`src/rtl/hazard_scoreboard.sv`:
```
// rtl/hazard_scoreboard.sv - pipeline hazard scoreboard with stall, forward select and MD busy tracking
module hazard_scoreboard #(
  parameter int NSTAGE  = 3,
  parameter int REGW    = 5,
  parameter int TW      = 2,
  parameter int MUL_LAT = 5,
  parameter int DIV_LAT = 10,
  localparam int SELW   = $clog2(NSTAGE + 1)
) (
  input  logic            clk,
  input  logic            reset,
  input  logic [REGW-1:0] d_rs,
  input  logic [REGW-1:0] d_rt,
  input  logic [TW-1:0]   d_rs_use,
  input  logic [TW-1:0]   d_rt_use,
  input  logic [REGW-1:0] d_tar,
  input  logic [TW-1:0]   d_tnew,
  input  logic            d_md_start,
  input  logic            d_md_div,
  input  logic            d_md_use,
  output logic            stall,
  output logic [SELW-1:0] fwd_rs_sel,
  output logic [SELW-1:0] fwd_rt_sel,
  output logic            md_busy
);

  localparam int MD_MAX = (MUL_LAT > DIV_LAT) ? MUL_LAT : DIV_LAT;
  localparam int CW     = $clog2(MD_MAX + 1);

  // Entry k describes the instruction currently in stage k+1 (E, M, W, ...)
  logic [REGW-1:0] tar_q  [NSTAGE];
  logic [TW-1:0]   tnew_q [NSTAGE];
  logic [CW-1:0]   md_cnt_q;

  logic            stall_raw;
  logic [SELW-1:0] rs_sel_raw;
  logic [SELW-1:0] rt_sel_raw;
  logic            rs_found;
  logic            rt_found;

  // Hazard detection and youngest-match forward selection against the scoreboard
  always_comb begin
    stall_raw  = 1'b0;
    rs_sel_raw = '0;
    rt_sel_raw = '0;
    rs_found   = 1'b0;
    rt_found   = 1'b0;
    for (int k = 0; k < NSTAGE; k++) begin
      if (d_rs != '0 && tar_q[k] == d_rs) begin
        if (d_rs_use < tnew_q[k]) stall_raw = 1'b1;
        if (!rs_found) begin
          rs_found   = 1'b1;
          rs_sel_raw = (tnew_q[k] == '0) ? SELW'(k + 1) : '0;
        end
      end
      if (d_rt != '0 && tar_q[k] == d_rt) begin
        if (d_rt_use < tnew_q[k]) stall_raw = 1'b1;
        if (!rt_found) begin
          rt_found   = 1'b1;
          rt_sel_raw = (tnew_q[k] == '0) ? SELW'(k + 1) : '0;
        end
      end
    end
    if (d_md_use && md_cnt_q != '0) stall_raw = 1'b1;
  end

  assign stall      = reset & stall_raw;
  assign fwd_rs_sel = reset ? rs_sel_raw : '0;
  assign fwd_rt_sel = reset ? rt_sel_raw : '0;
  assign md_busy    = reset & (md_cnt_q != '0);

  // Scoreboard shift: a stalled Decode inserts a bubble, older entries age by one cycle
  always_ff @(posedge clk) begin
    if (!reset) begin
      for (int k = 0; k < NSTAGE; k++) begin
        tar_q[k]  <= '0;
        tnew_q[k] <= '0;
      end
    end else begin
      for (int k = 1; k < NSTAGE; k++) begin
        tar_q[k]  <= tar_q[k-1];
        tnew_q[k] <= (tnew_q[k-1] == '0) ? '0 : tnew_q[k-1] - TW'(1);
      end
      tar_q[0]  <= stall ? '0 : d_tar;
      tnew_q[0] <= stall ? '0 : d_tnew;
    end
  end

  // MD busy counter: load on an issuing mult/div, otherwise count down to zero
  always_ff @(posedge clk) begin
    if (!reset) begin
      md_cnt_q <= '0;
    end else if (d_md_start && !stall) begin
      md_cnt_q <= d_md_div ? CW'(DIV_LAT) : CW'(MUL_LAT);
    end else if (md_cnt_q != '0) begin
      md_cnt_q <= md_cnt_q - CW'(1);
    end
  end

endmodule

```
`config.mk`:
```
export PLATFORM = sky130hd
export DESIGN_NAME = hazard_scoreboard
export DESIGN_NICKNAME = d
export VERILOG_FILES = /design/src/rtl/hazard_scoreboard.sv
export SDC_FILE = /design/constraint.sdc
export NUM_CORES = 1
export LEC_CHECK = 0
export CAP_MARGIN = 40
export CORE_MARGIN = 2
export CORE_UTILIZATION = 57
export CTS_BUF_LIST = sky130_fd_sc_hd__clkbuf_4
export DETAILED_ROUTE_END_ITERATION = 8
export GPL_TIMING_DRIVEN = 0
export PLACE_DENSITY = 0.91
export SYNTH_ARGS = -nofsm -noshare
export SYNTH_HDL_FRONTEND = slang
export SYNTH_SLANG_ARGS = --single-unit
export TNS_END_PERCENT = 100
```
`constraint.sdc`:
```
create_clock -name clk -period 7.94 [get_ports clk]
set_input_delay 2.382 -clock clk [delete_from_list [all_inputs] [get_ports clk]]
set_output_delay 2.382 -clock clk [all_outputs]
set_load 0.02 [all_outputs]
```
# == After elaboration in Yosys (flattened, before gate mapping) ==
# Memories as Yosys holds them, arrays and structs flattened.
# Cells that the tools add are included.
# classes
addsub,3
n_reduce_logical,16
order_cmp,6
bitwise,8
mux,47
eq_ne,6
# ops
operator,count
2-to-1 mux 2 bit,18
== test 5 bit,6
2-to-1 mux 1 bit,22
2-to-1 mux 5 bit,4
less-than comparator 2 bit,6
2-to-1 mux 4 bit,3
nonzero test 5 bit,2
logical AND 1 bit,8
zero test 2 bit,3
OR 1 bit,6
nonzero test 4 bit,1
subtractor 2 x 1 -> 2 bit (second input constant),2
subtractor 4 x 1 -> 4 bit (second input constant),1
AND 1 bit,2
nonzero test 2 bit,1
zero test 1 bit,1
# word_totals
elab_cells,89
ram_bits,21
ff_bits,4
memories,2
# mem_list
name,depth,word_bits,rd,rd_ports_with_merged_regs,wr,line,source
tar_q,3,5,3,0,3,31,logic [REGW-1:0] tar_q [NSTAGE];
tnew_q,3,2,3,0,3,32,logic [TW-1:0] tnew_q [NSTAGE];

# == Logic depth before layout (Yosys ltp) ==
# Gate-level depths: netlist of the first run.
# An unclocked memory read counts as a cell.
# depth
word_depth,19
ltp_mapped,7
ltp_nobuf,7

# == Worst setup path before layout of the first run ==
# Ideal clock, no wire load.
# synth_timing
kind,input to output
start,in d_rt[1]
end,out fwd_rt_sel[1]
required_ns,5.558
path_stages,6
setup_slack_ns,1.768
arrival_time_ns,3.790
cell_sequence,nor4_2 a211oi_1 and2_1 nor4_1 a21oi_1 nor3_1
# synth_via
elab_chain_len,8
elab_cells_between_ends,14
cone_classes,eq/ne (3); mux (7); reduce/logical (4)
# synth_lines
element,line,source
start: declaration,13,"input logic [REGW-1:0] d_rt,"
== test 5 bit or nonzero test 5 bit (tied branches),56,if (d_rt != '0 && tar_q[k] == d_rt) begin
logical AND 1 bit,56,
2-to-1 mux 1 bit,56,
2-to-1 mux 2 bit,58,if (!rt_found) begin
2-to-1 mux 2 bit,56,
2-to-1 mux 2 bit,58,
2-to-1 mux 2 bit *,56,
2-to-1 mux 2 bit *,69,assign fwd_rt_sel = reset ? rt_sel_raw : '0;
end: declaration,23,"output logic [SELW-1:0] fwd_rt_sel,"
# Every way passes the cells marked *; elsewhere a longest branch is shown, timed or not.

# == Worst setup path after layout of the first run ==
# layout_timing
start,in d_rs[2]
end,out stall
# layout_via
elab_chain_len,15
elab_cells_between_ends,20
cone_classes,eq/ne (3); mux (12); bitwise (1); reduce/logical (4)
# layout_lines
element,line,source
start: declaration,12,"input logic [REGW-1:0] d_rs,"
== test 5 bit or nonzero test 5 bit (tied branches),49,if (d_rs != '0 && tar_q[k] == d_rs) begin
logical AND 1 bit,49,
2-to-1 mux 1 bit,49,
2-to-1 mux 1 bit,57,if (d_rt_use < tnew_q[k]) stall_raw = 1'b1;
2-to-1 mux 1 bit,56,
2-to-1 mux 1 bit,50,if (d_rs_use < tnew_q[k]) stall_raw = 1'b1;
2-to-1 mux 1 bit,49,
2-to-1 mux 1 bit,57,
2-to-1 mux 1 bit,56,
2-to-1 mux 1 bit,50,
2-to-1 mux 1 bit *,49,
2-to-1 mux 1 bit,57,
2-to-1 mux 1 bit *,56,
2-to-1 mux 1 bit *,64,if (d_md_use && md_cnt_q != '0) stall_raw = 1'b1;
AND 1 bit *,67,assign stall = reset & stall_raw;
end: declaration,21,"output logic stall,"
# Marked as above.

==> results.json, run 1 <==
{
  "synth.avg_cell_area_um2": 9.05,
  "crit_end": "stall",
  "startpoint": "d_rs[2]",
  "postSynthCellCount": 170,
  "yosys-top-cells-area": "dfxtp_1 (33%), xor2_1 (12%), and2_1 (7.7%)",
  "io_buffers": 31,
  "grt_max_degree": 15,
  "drc_errors": 0,
  "grt_pass1_vias": 1376,
  "viasPerCell": 5.61,
  "placementRows": 18,
  "fillers": 198,
  "yosys_warnings": 0,
  "h-tree-depth": 1,
  "setup_viol": 0,
  "critPathSlowestCell": "clkdlybuf4s50_1",
  "cellLeakagePower_nw": 0.799,
  "max_stage_delay_ps": 620,
  "synth.cell_area_um2": 1540,
  "final_hold_viol_count": 0,
  "fp.dieW_um": 55.9,
  "ios": 32,
  "die_y_um": 55.9,
  "rsz0062_at_grt": "false",
  "insertion_delay_ps": 330,
  "status": "finished, final reports clean",
  "crit_chain": "clkdlybuf4s50_1 -> nor4_1 -> and2_1 -> nor4_1 -> a2111o_1 -> nor3b_1 -> nor2_1 -> clkdlybuf4s50_1",
  "cts_buffers": 3,
  "avgRoutedWirePerCell_um": 15.3,
  "final_nets": 241,
  "timing.final.crit_share_pct": 94.0,
  "die_area_um2": 3130,
  "dpl-instance-area_um2": 1890,
  "synth_edf_count": 0,
  "relSlewSlack_pct": 57.7,
  "cts_tree": "done",
  "finClkSkew_ps": 7.97,
  "path_clk_slew_ps": 150,
  "cts_setup_buffers": 0,
  "ctsResizeCount": 0,
  "critPathMaxFanout": 4,
  "multi_input_area_um2": 988,
  "fin_crit_ps": 7470,
  "reg2reg_slack_ps": 5590,
  "gp_congestion": 0.890,
  "fp.coreArea_um2": 2520,
  "numClockSinks": 25,
  "grt_overflow": 0,
  "start_util_pct": 61.0,
  "drt_iter0_markers": 42,
  "fmaxAchievable_ghz": 0.134,
  "holdCritPathClass": "reg2reg",
  "vias": 1319,
  "crit_required_ps": 5560,
  "critPathArrivalTime_ps": 5090,
  "critPathKind": "in2out",
  "grt_pass1_wl_um": 6130,
  "fin_util_pct": 75.8,
  "hpwlAfterDp_um": 2890,
  "synth.distinct_cells": 32,
  "seq_area_frac_synth_pct": 32.5,
  "ir_drop_mv": 0.168,
  "drtAntennaViolNets": 0,
  "fin_setup_tns_ps": 0,
  "endpoint_kind": "primary output",
  "maxCapViolCount": 0,
  "grt.total_usage_pct": 24.8,
  "final_cell_mix": "clkdlybuf4s50_1 (31), dfxtp_1 (25), xor2_1 (21)",
  "async_flop_share_pct": 0,
  "root_buffer": "clkbuf_4",
  "holdBufCountCts": 0,
  "routed_wl_um": 3590,
  "critPathLaunchType": "input pin",
  "yosys_most_used_dff": "dfxtp_1",
  "synth_top_area_share_pct": 32.5,
  "mostFrequentLayoutCell": "clkdlybuf4s50_1",
  "reg2regPathDepth": 7,
  "r2r-end": "tar_q[0][0]",
  "yosys.area.top_type": "dfxtp_1",
  "slew_viol_final": 0,
  "tightestPinTransition_ps": 628,
  "syn-num-nets": 205,
  "drive_gt1_share_pct": 5.37,
  "post-place-ws_ps": 499,
  "p_per_area_nw_per_um2": 197,
  "setup_ws_ps": 473,
  "ff_latch_area_um2": 500,
  "r2r-start": "md_cnt_q[0]",
  "clk_path_buf_depth": 2,
  "first_pass_iters": 4,
  "antenna_found_initial": 0,
  "ys_seq_elements": 25,
  "synthToLayoutAreaGrowth_pct": 24.4,
  "antenna_cells": 0,
  "final_area_um2": 1910
}
[metrics by stage]
| step | power (W) | instances | hold WS, ps |
|---|---|---|---|
| after floorplan | 0.000267 | 170 | 392 |
| after global placement | 0.000308 | 231 | 398 |
| after detailed placement | 0.000318 | 231 | 425 |
| after CTS | 0.000375 | 235 | 444 |
| after global routing | 0.000400 | 235 | 466 |
| final | 0.000377 | 235 | 448 |
[worst max-delay path: cells and delay by family]
family / cells / cell delay [ps]
AND/OR/NAND/NOR: 5 / 1090
buffers and inverters: 2 / 1240
AO/OA/AOI/OAI: 1 / 370
[flip-flops by register name, summed over array words and instances, names as in the netlist]
register,flops
md_cnt_q,4
tar_q,15
tnew_q,6
[metal layers]
layer  up-vias  part of all wire, %  wire length (um)  track usage [%]
met1       636                   45              1630             29.0
met2        35                   49              1770             44.9
met5         -                    0                 0                0
met3         6                  3.6               128             3.72
met4         0                  1.9                70             10.2
li1        642                    -                 -                -
[how the worst min path moves through the flow]
stage / cells past startpoint / start / end
2_1_floorplan: 1 / tnew_q[0][0] / tnew_q[0][2]
3_3_place_gp: 1 / tnew_q[0][0] / tnew_q[0][2]
3_5_place_dp: 1 / tnew_q[0][0] / tnew_q[0][2]
4_1_cts: 1 / tnew_q[0][0] / tnew_q[0][2]
5_1_grt: 1 / tnew_q[0][0] / tnew_q[0][2]
6_report: 1 / tnew_q[0][0] / tnew_q[0][2]
[logic make-up (layout without fill, tap and decap cells)]
| logic type | count (synthesis) | in the layout | synth area share (%) |
|---|---|---|---|
| xor+xnor | 31 | 31 | 17.7 |
| simple gates | 69 | 69 | 28.0 |
| buf+inv | 13 | 48 | 3.17 |
| compound gates | 17 | 17 | 7.40 |
| fa+ha+maj | 9 | 9 | 7.32 |
| mux | 6 | 6 | 3.91 |
| flops | 25 | 25 | 32.5 |
[final cells by class]
cell class,count,share of cell area [%]
multi-input cells,132,51.7
flip-flops and latches,25,26.2
clock inverters,1,0.262
repair buffers,31,16.2
plain buffers,2,0.392
well taps,30,1.96
clock buffers,3,1.18
inverters,11,2.16
[Yosys cell counts, types with 4 or more instances]
library cell / n
a211oi_1: 4
a21oi_1: 4
and2_1: 19
dfxtp_1: 25
ha_1: 9
inv_1: 11
mux2i_1: 6
nand2_1: 9
nand2b_1: 7
nand3_1: 4
nor2_1: 9
nor3_1: 4
nor4_1: 4
o21ai_0: 5
xnor2_1: 10
xor2_1: 21
[where the power goes]
| part | switching (W) | total, W | internal, W |
|---|---|---|---|
| logic | 0.0000800 | 0.000156 | 0.0000759 |
| clock network | 0.0000406 | 0.0000595 | 0.0000189 |
| registers | 0.0000164 | 0.000162 | 0.000145 |
No activity file was read; power rests on OpenSTA's default activity.
==> run 2, diff against run 1 <==
--- a/config.mk
+++ b/config.mk
@@ -12,6 +12,7 @@
 export DETAILED_ROUTE_END_ITERATION = 8
 export GPL_TIMING_DRIVEN = 0
 export PLACE_DENSITY = 0.91
+export SKIP_LAST_GASP = 1
 export SYNTH_ARGS = -nofsm -noshare
 export SYNTH_HDL_FRONTEND = slang
 export SYNTH_SLANG_ARGS = --single-unit
==> results of run 2 <==
No change in the layout: final DEF, timing and power equal those of run 1.
==> run 3, diff against run 2 <==
--- a/config.mk
+++ b/config.mk
@@ -5,9 +5,10 @@
 export SDC_FILE = /design/constraint.sdc
 export NUM_CORES = 1
 export LEC_CHECK = 0
+export ABC_AREA = 1
 export CAP_MARGIN = 40
 export CORE_MARGIN = 2
-export CORE_UTILIZATION = 57
+export CORE_UTILIZATION = 58
 export CTS_BUF_LIST = sky130_fd_sc_hd__clkbuf_4
 export DETAILED_ROUTE_END_ITERATION = 8
 export GPL_TIMING_DRIVEN = 0
==> run 3 against run 2 <==
Cell count grew 33%. Clock power shrank 1%. Highest routed layer unchanged. Wire length shrank 6.5%. Cell area grew 7.2%. Largest power group unchanged. Hold slack gained 37 ps.
==> results.json, run 3 <==
{
  "critPathKind": "in2out",
  "grt_pass1_wl_um": 5880,
  "synth.most_common_cell": "nand2_1",
  "drtAntennaViolNets": 0,
  "post-place-ws_ps": 884,
  "antenna_cells": 0,
  "synthToLayoutAreaGrowth_pct": 21.9,
  "ios": 32,
  "crit_buf_inv": 2,
  "yosys-top-cells-area": "dfxtp_1 (30%), nand2_1 (15%), xnor2_1 (11%)",
  "seq_area_frac_synth_pct": 29.8,
  "relSlewSlack_pct": 69.5,
  "rsz0062_at_grt": "false",
  "ys_seq_elements": 25,
  "postSynthCellCount": 247,
  "status": "finished, final reports clean",
  "r2r-end": "md_cnt_q[1]",
  "routed_wl_um": 3360,
  "synth.top_cells.by_count": "nand2_1 (68), inv_1 (43), dfxtp_1 (25), nor2_1 (22), xnor2_1 (21)",
  "yosys.area.top_type": "dfxtp_1",
  "reg2reg_slack_ps": 6250,
  "holdPathStages": 2,
  "mostFrequentLayoutCell": "nand2_1",
  "async_flop_share_pct": 0,
  "placementRows": 19,
  "die_y_um": 57.8,
  "min_to": "tar_q[0][5]",
  "root_buffer": "clkbuf_4",
  "gp_congestion": 0.870,
  "crit_required_ps": 5560,
  "largestRegisters": "tar_q: 15 flops, tnew_q: 6 flops, md_cnt_q: 4 flops",
  "final_area_um2": 2050,
  "synth.cell_area_um2": 1680,
  "slew_viol_final": 0,
  "viasPerCell": 4.89,
  "p_per_area_nw_per_um2": 162,
  "reg2regPathDepth": 12,
  "synth.avg_cell_area_um2": 6.81,
  "path_clk_slew_ps": 140,
  "final_cell_mix": "nand2_1 (68), inv_1 (43), clkdlybuf4s50_1 (30)",
  "grt_max_degree": 16,
  "cts_tree": "done",
  "critPathMaxFanout": 4,
  "grt_overflow": 0,
  "holdCritPathClass": "reg2reg",
  "dpl-instance-area_um2": 2020,
  "cellLeakagePower_nw": 0.976,
  "antenna_found_initial": 0,
  "endpoint_kind": "primary output",
  "tightestPinTransition_ps": 453,
  "first_pass_iters": 4,
  "total_power_w": 0.000332,
  "timing.final.crit_share_pct": 90.1,
  "cts_setup_buffers": 0,
  "yosys_warnings": 0,
  "drive_gt1_share_pct": 9.96,
  "setup_viol": 0,
  "holdBufCountCts": 0,
  "clk_path_buf_depth": 2,
  "io_buffers": 30,
  "yosys_most_used_dff": "dfxtp_1",
  "maxCapViolCount": 0,
  "start_util_pct": 61.0,
  "final_hold_viol_count": 0,
  "cts_buffers": 3,
  "die_area_um2": 3350,
  "synth_edf_count": 0,
  "fp.coreArea_um2": 2760,
  "ctsResizeCount": 0,
  "fp.dieW_um": 57.8,
  "h-tree-depth": 1,
  "max_stage_delay_ps": 630,
  "drt_iter0_markers": 75,
  "top_register": "tar_q",
  "finClkSkew_ps": 2.70,
  "critPathLaunchType": "input pin",
  "avgRoutedWirePerCell_um": 10.8,
  "hpwlAfterDp_um": 2780,
  "setup_ws_ps": 783,
  "grt.total_usage_pct": 22.6,
  "drc_errors": 0,
  "synth_top_area_share_pct": 29.8,
  "final_nets": 317,
  "fin_setup_tns_ps": 0,
  "insertion_delay_ps": 320,
  "critPathArrivalTime_ps": 4780,
  "crit_chain": "clkdlybuf4s50_1 -> nor2_1 -> nand2_1 -> nor2_4 -> nor4_1 -> nor2_1 -> nand2_1 -> o21ai_0 -> a21oi_1 -> clkdlybuf4s50_1",
  "r2r-start": "tnew_q[0][5]",
  "critPathSlowestCell": "clkdlybuf4s50_1",
  "crit_family": "buffers and inverters",
  "syn-num-nets": 282,
  "fmaxAchievable_ghz": 0.140,
  "synth.distinct_cells": 26,
  "vias": 1525,
  "largest_reg_flops": 15,
  "grt_pass1_vias": 1388,
  "ir_drop_mv": 0.144,
  "min-delay-start": "tar_q[0][0]",
  "numClockSinks": 25,
  "fin_crit_ps": 7160
}
[run 3: cell types whose count changed after synthesis, moves of 5 or more]
cell      delta
xor2_1      -17
xnor2_1     +11
nor2_1      +13
nand2b_1     -7
nand3_1      +6
nand2_1     +59
and2_1      -19
nor2_2       +7
inv_1       +32
mux2i_1      -6
a21oi_1      +5
[run 3: per-stage QoR]
stage          std cells  hold WS [ps]  util (%)
2_1_floorplan        247           433         -
3_3_place_gp         308           447      73.3
3_5_place_dp         308           460      73.3
4_1_cts              312           480      74.4
5_1_grt              312           503      74.4
6_report             312           484      74.4
[run 3: how the worst max path moves through the flow]
stage | from | to | slack (ps) | depth (start not counted)
finish | d_rs[1] | fwd_rs_sel[0] | 780 | 10
floorplan | d_rs[4] | fwd_rs_sel[0] | 2090 | 8
global placement | d_rs[3] | fwd_rs_sel[1] | 970 | 10
detailed placement | d_rs[3] | fwd_rs_sel[0] | 880 | 10
CTS | d_rs[1] | fwd_rs_sel[0] | 850 | 10
global route | d_rs[1] | fwd_rs_sel[0] | 740 | 10
[run 3: worst min-delay path, cell delays in order, from the launching register on]
cell and delay, ps:
dfxtp_1 370, nand2_1 60, inv_1 30
[run 3: power by group]
| part | total, W | internal (W) | switching, W | leakage (nW) |
|---|---|---|---|---|
| Sequential | 0.000148 | 0.000138 | 0.00000996 | 0.205 |
| Clock | 0.0000589 | 0.0000192 | 0.0000397 | 0.0139 |
| Combinational | 0.000125 | 0.0000551 | 0.0000699 | 0.757 |
[run 3: cell type report]
class                   count  area, um^2
inverters                  46         173
plain buffers               2        11.3
clock inverters             1        7.51
repair buffers             30         300
clock buffers               3        22.5
fillers                   219         707
flip-flops and latches     25         500
multi-input cells         174         997
well taps                  31        38.8
[run 3: logic make-up after synthesis]
family / share of synthesized area, %
xor gates and xnor gates: 13.0
AOI/OAI and AO/OA: 4.61
buffers and inverters: 10.9
adders and majority gates: 6.70
and+or+nand+nor: 35.0
DFF: 29.8
[run 3: per-layer routing]
layer  GRT usage [%]  up-vias  part of all wire, %
met4            8.64        0                  1.7
met1            31.0      660                   46
met2            36.4       46                   47
li1                -      813                    -
met5               0        -                    0
met3            2.90        6                  5.1
